**src/rtl/serial_operand_shifter.sv**
```systemverilog
// serial_operand_shifter
// Accepts a WIDTH-bit operand pair on a valid/ready handshake and streams it
// LSB-first, one bit pair per clock, on X/Y. FIRST/LAST flag the word edges so
// the downstream serial adder can clear its carry. A new word can be loaded on
// the LAST edge of the current one, so back-to-back words run with no bubble.
module serial_operand_shifter #(
   parameter int WIDTH = 8
) (
   input  logic             CLK,
   input  logic             RESET,
   input  logic             IN_VALID,
   output logic             IN_READY,
   input  logic [WIDTH-1:0] A_IN,
   input  logic [WIDTH-1:0] B_IN,
   output logic             X,
   output logic             Y,
   output logic             BIT_VALID,
   output logic             FIRST,
   output logic             LAST,
   output logic             BUSY
);

   localparam int CNT_W = (WIDTH > 1) ? $clog2(WIDTH) : 1;
   localparam logic [CNT_W-1:0] CNT_LAST = CNT_W'(WIDTH - 1);

   typedef enum logic {
      S_IDLE  = 1'b0,
      S_SHIFT = 1'b1
   } state_t;

   state_t           state_q, state_d;
   logic [WIDTH-1:0] sa_q, sa_d;
   logic [WIDTH-1:0] sb_q, sb_d;
   logic [CNT_W-1:0] cnt_q, cnt_d;

   logic shifting;
   logic at_last;
   logic accept;

   // Handshake: ready when idle or on the final bit of a word; held low in reset
   always_comb begin
      shifting = (state_q == S_SHIFT);
      at_last  = shifting && (cnt_q == CNT_LAST);
      IN_READY = RESET && ((state_q == S_IDLE) || at_last);
      accept   = IN_VALID && IN_READY;
   end

   // Next-state logic: load on accept, shift otherwise, drop to idle after LAST
   always_comb begin
      state_d = state_q;
      sa_d    = sa_q;
      sb_d    = sb_q;
      cnt_d   = cnt_q;
      case (state_q)
         S_IDLE: begin
            if (accept) begin
               sa_d    = A_IN;
               sb_d    = B_IN;
               cnt_d   = '0;
               state_d = S_SHIFT;
            end
         end
         S_SHIFT: begin
            if (!at_last) begin
               sa_d  = sa_q >> 1;
               sb_d  = sb_q >> 1;
               cnt_d = cnt_q + CNT_W'(1);
            end else if (accept) begin
               sa_d  = A_IN;
               sb_d  = B_IN;
               cnt_d = '0;
            end else begin
               sa_d    = '0;
               sb_d    = '0;
               cnt_d   = '0;
               state_d = S_IDLE;
            end
         end
         default: begin
            sa_d    = '0;
            sb_d    = '0;
            cnt_d   = '0;
            state_d = S_IDLE;
         end
      endcase
   end

   // State register; reset abandons any word in flight immediately
   always_ff @(posedge CLK or negedge RESET) begin
      if (!RESET) begin
         state_q <= S_IDLE;
         sa_q    <= '0;
         sb_q    <= '0;
         cnt_q   <= '0;
      end else begin
         state_q <= state_d;
         sa_q    <= sa_d;
         sb_q    <= sb_d;
         cnt_q   <= cnt_d;
      end
   end

   // Serial outputs are decoded from registered state only
   always_comb begin
      BIT_VALID = shifting;
      BUSY      = shifting;
      X         = shifting && sa_q[0];
      Y         = shifting && sb_q[0];
      FIRST     = shifting && (cnt_q == '0);
      LAST      = at_last;
   end

endmodule

```
**config.mk**
```make
export PLATFORM = sky130hd
export DESIGN_NAME = serial_operand_shifter
export DESIGN_NICKNAME = d
export VERILOG_FILES = /design/src/rtl/serial_operand_shifter.sv
export SDC_FILE = /design/constraint.sdc
export NUM_CORES = 1
export LEC_CHECK = 0
export CAP_MARGIN = 20
export CORE_AREA = 3 3 52 54
export CTS_BUF_LIST = sky130_fd_sc_hd__clkbuf_16
export DETAILED_ROUTE_END_ITERATION = 10
export DIE_AREA = 0 0 55 57
export PLACE_DENSITY_LB_ADDON = 0.12
export SLEW_MARGIN = 20
export SYNTH_ARGS = -nofsm -noshare
export SYNTH_HDL_FRONTEND = slang
export SYNTH_SLANG_ARGS = --single-unit
```
**constraint.sdc**
```tcl
create_clock -name CLK -period 1.86 [get_ports CLK]
set_input_delay 0.186 -clock CLK [delete_from_list [all_inputs] [get_ports CLK]]
set_output_delay 0.186 -clock CLK [all_outputs]
set_load 0.02 [all_outputs]
```
==> flow_summary.json <==
{
  "fmax_mhz": 577,
  "ff2ff_setup_slack_ns": 0.14,
  "min_path_type": "primary input to asynchronous set/reset pin",
  "synthesis.nets": 120,
  "worst_ep_arrival_time_ns": 1.55,
  "post-route-min-period_ns": 1.73,
  "drv_cap": 0,
  "nFillCells": 195,
  "crit_slowest_cell": "dfrtp_1",
  "finalSetupTns_ns": 0,
  "worstPathMaxFanout": 4,
  "vias": 862,
  "fin_crit_sh": 0.932,
  "vdd_drop_max_mv": 1.00,
  "clock_latency_ns": 0.25,
  "path_cells": "ha_1 -> ha_1 -> nand2b_1 -> and2_1 -> buf_2",
  "ys_ff_latch": 20,
  "via_per_inst": 5.60,
  "synthesis.instances": 98,
  "port_buffers": 25,
  "drc": 0,
  "seq_power_share": 0.356,
  "drive_gt1_frac": 0.183,
  "placed_cells": 149,
  "place_congestion": 0.788,
  "final_cells": 154,
  "clk_path_buf_depth": 2,
  "grt_max_degree": 24,
  "seq_area_frac_synth": 0.456,
  "startpoint_type": "register",
  "p_clk_frac": 0.220,
  "p_leak_nw": 0.690,
  "fp.coreArea_mm2": 0.00225,
  "post-dp-hpwl_um": 1580,
  "worstPathRequired_ns": 1.67,
  "combinationalPowerShare": 0.424,
  "dieWidth_um": 55,
  "outcome": "completed",
  "crit_path_max_incr_delay_ns": 0.40,
  "die_h_um": 57,
  "layout_commonest_cell": "clkdlybuf4s50_1",
  "row_count": 17,
  "area_growth_syn_to_layout_pct": 32.8,
  "finalMaxSlewViolations": 0,
  "postCtsSetupBuffers": 0,
  "dr.pass1.iters": 4,
  "drtIter0Drc": 21,
  "dpl_worst_slack_ns": 0.0185,
  "ant_nets": 0,
  "ios": 26,
  "avgSynthCellArea_um2": 11.2,
  "path_buf_inv": 1,
  "start_util": 0.487,
  "grt_pass1_vias": 812,
  "grt-ovfl-total": 0,
  "syn_area_mm2": 0.00110,
  "rsz0062_at_grt": "false",
  "final_nets": 149,
  "cp_common_cell": "ha_1",
  "fin_skew_ns": 0.00311,
  "finalWirelength_um": 2340,
  "critPathKind": "register to output port",
  "cts_tree": "built",
  "clk_pin_slew_ns": 0.06,
  "final_cell_mix": "clkdlybuf4s50_1 (22), dfrtp_1 (20), mux2i_1 (10)",
  "grtUsageTotal": 0.160,
  "timing.slew.headroom": 0.808,
  "power_switching_mw": 0.709,
  "yosysWarningCount": 0,
  "p_int_mw": 1.28,
  "setup_ws_ns": 0.126,
  "p_sw_frac": 0.357,
  "routedWlPerCell_um": 15.2,
  "cpLargestDelayFamily": "flip-flops",
  "cp-end-kind": "output port",
  "dieArea_mm2": 0.00314,
  "diodes": 0,
  "grt_pass1_wl_um": 3740,
  "clock_sinks": 20,
  "cts_buffers": 3,
  "tightest_slew_ns": 0.287,
  "setup_viol": 0,
  "antenna_found_initial": 0,
  "synth_cell_types": 28,
  "htree_num_levels": 1,
  "finalHoldViolCount": 0,
  "cellPowerDensity_mw_per_mm2": 1360,
  "clock_tree.root_cell": "clkbuf_16"
}
-- cells by family (layout without fill, tap and decap cells) --
logic type      count (synthesis)  count (layout)  synth area share
mux                            10              10            0.0912
simple gates                   21              22             0.113
fa+ha+maj                       3               3            0.0342
flops                          20              20             0.456
compound gates                 33              33             0.235
buf+inv                        11              38            0.0707
-- layout make-up --
class,instances,area [um^2],area share
flip-flops and latches,20,500,0.343
clock buffers,3,75.1,0.0515
multi-input cells,68,532,0.365
clock inverters,1,3.75,0.00258
inverters,3,11.3,0.00773
well taps,28,35.0,0.0240
repair buffers,31,300,0.206
-- power groups by stage --
stage                     clock network [mW]  registers, mW  logic, mW
final                                  0.437          0.707      0.841
after detailed placement                   0          0.715      0.839
after global placement                     0          0.709      0.825
after floorplan                            0          0.698      0.593
after CTS                              0.454          0.709      0.843
after global routing                   0.462          0.730      0.927
-- stage by stage --
step	total power, mW	cell area (um^2)	hold WS [ns]	utilization
finish	1.99	1460	0.317	0.647
detailed placement	1.55	1370	0.464	0.609
floorplan	1.29	1100	-0.110	-
CTS	2.01	1450	0.331	0.645
global route	2.12	1460	0.337	0.647
global placement	1.53	1370	0.463	0.609
-- worst reg2reg max path: cells and delay by family (launching register included) --
kind | cells | cell delay, ns
compound gates | 2 | 0.20
fa+ha+maj | 2 | 0.40
buf+inv | 2 | 0.31
flops | 1 | 0.40
simple gates | 1 | 0.33
-- synthesized netlist by cell type, drive strengths merged --
library cell / number / area share
dfrtp: 20 / 0.46
o21ai: 11 / 0.060
mux2i: 10 / 0.091
nand2: 9 / 0.038
a22oi: 8 / 0.068
buf: 7 / 0.057
a32oi: 6 / 0.048
o211ai: 6 / 0.041
and2: 5 / 0.030
ha: 3 / 0.034
inv: 3 / 0.010
nand3: 3 / 0.014
a32o: 1 / 0.0091
and2b: 1 / 0.0091
and3: 1 / 0.0057
clkbuf: 1 / 0.0034
nand2b: 1 / 0.0057
nor3b: 1 / 0.011
o32ai: 1 / 0.0080
-- per-layer routing --
metal,share of wire,GRT usage,vias up
met5,0,0,-
met4,0.0081,0.0417,0
met3,0.050,0.0392,2
met2,0.50,0.247,17
met1,0.45,0.223,417
li1,-,-,426
-- path summary, 6_finish.rpt --
kind	end	cells past startpoint	from
min in group CLK	sa_q[4]	2	sa_q[5]
worst max register to register	sb_q[1]	7	cnt_q[0]
max in group asynchronous	sa_q[5]	2	RESET
worst min register to register	sa_q[4]	2	sa_q[5]
worst max-delay path	IN_READY	5	cnt_q[0]
worst min-delay path	sa_q[3]	2	RESET
-- flip-flops by register name (all words and copies together) (netlist names) --
signal / count
cnt_q: 3
sa_q: 8
BIT_VALID: 1
sb_q: 8
-- repair_timing --
action / in CTS / in global routing
cloned: 0 / 1
setup endpoints to repair: 2 / 11
pin swaps: 0 / 0
hold buffers: 0 / 0
gates resized for setup: 5 / 5
Note: power is estimated with default switching activity, not from simulation.
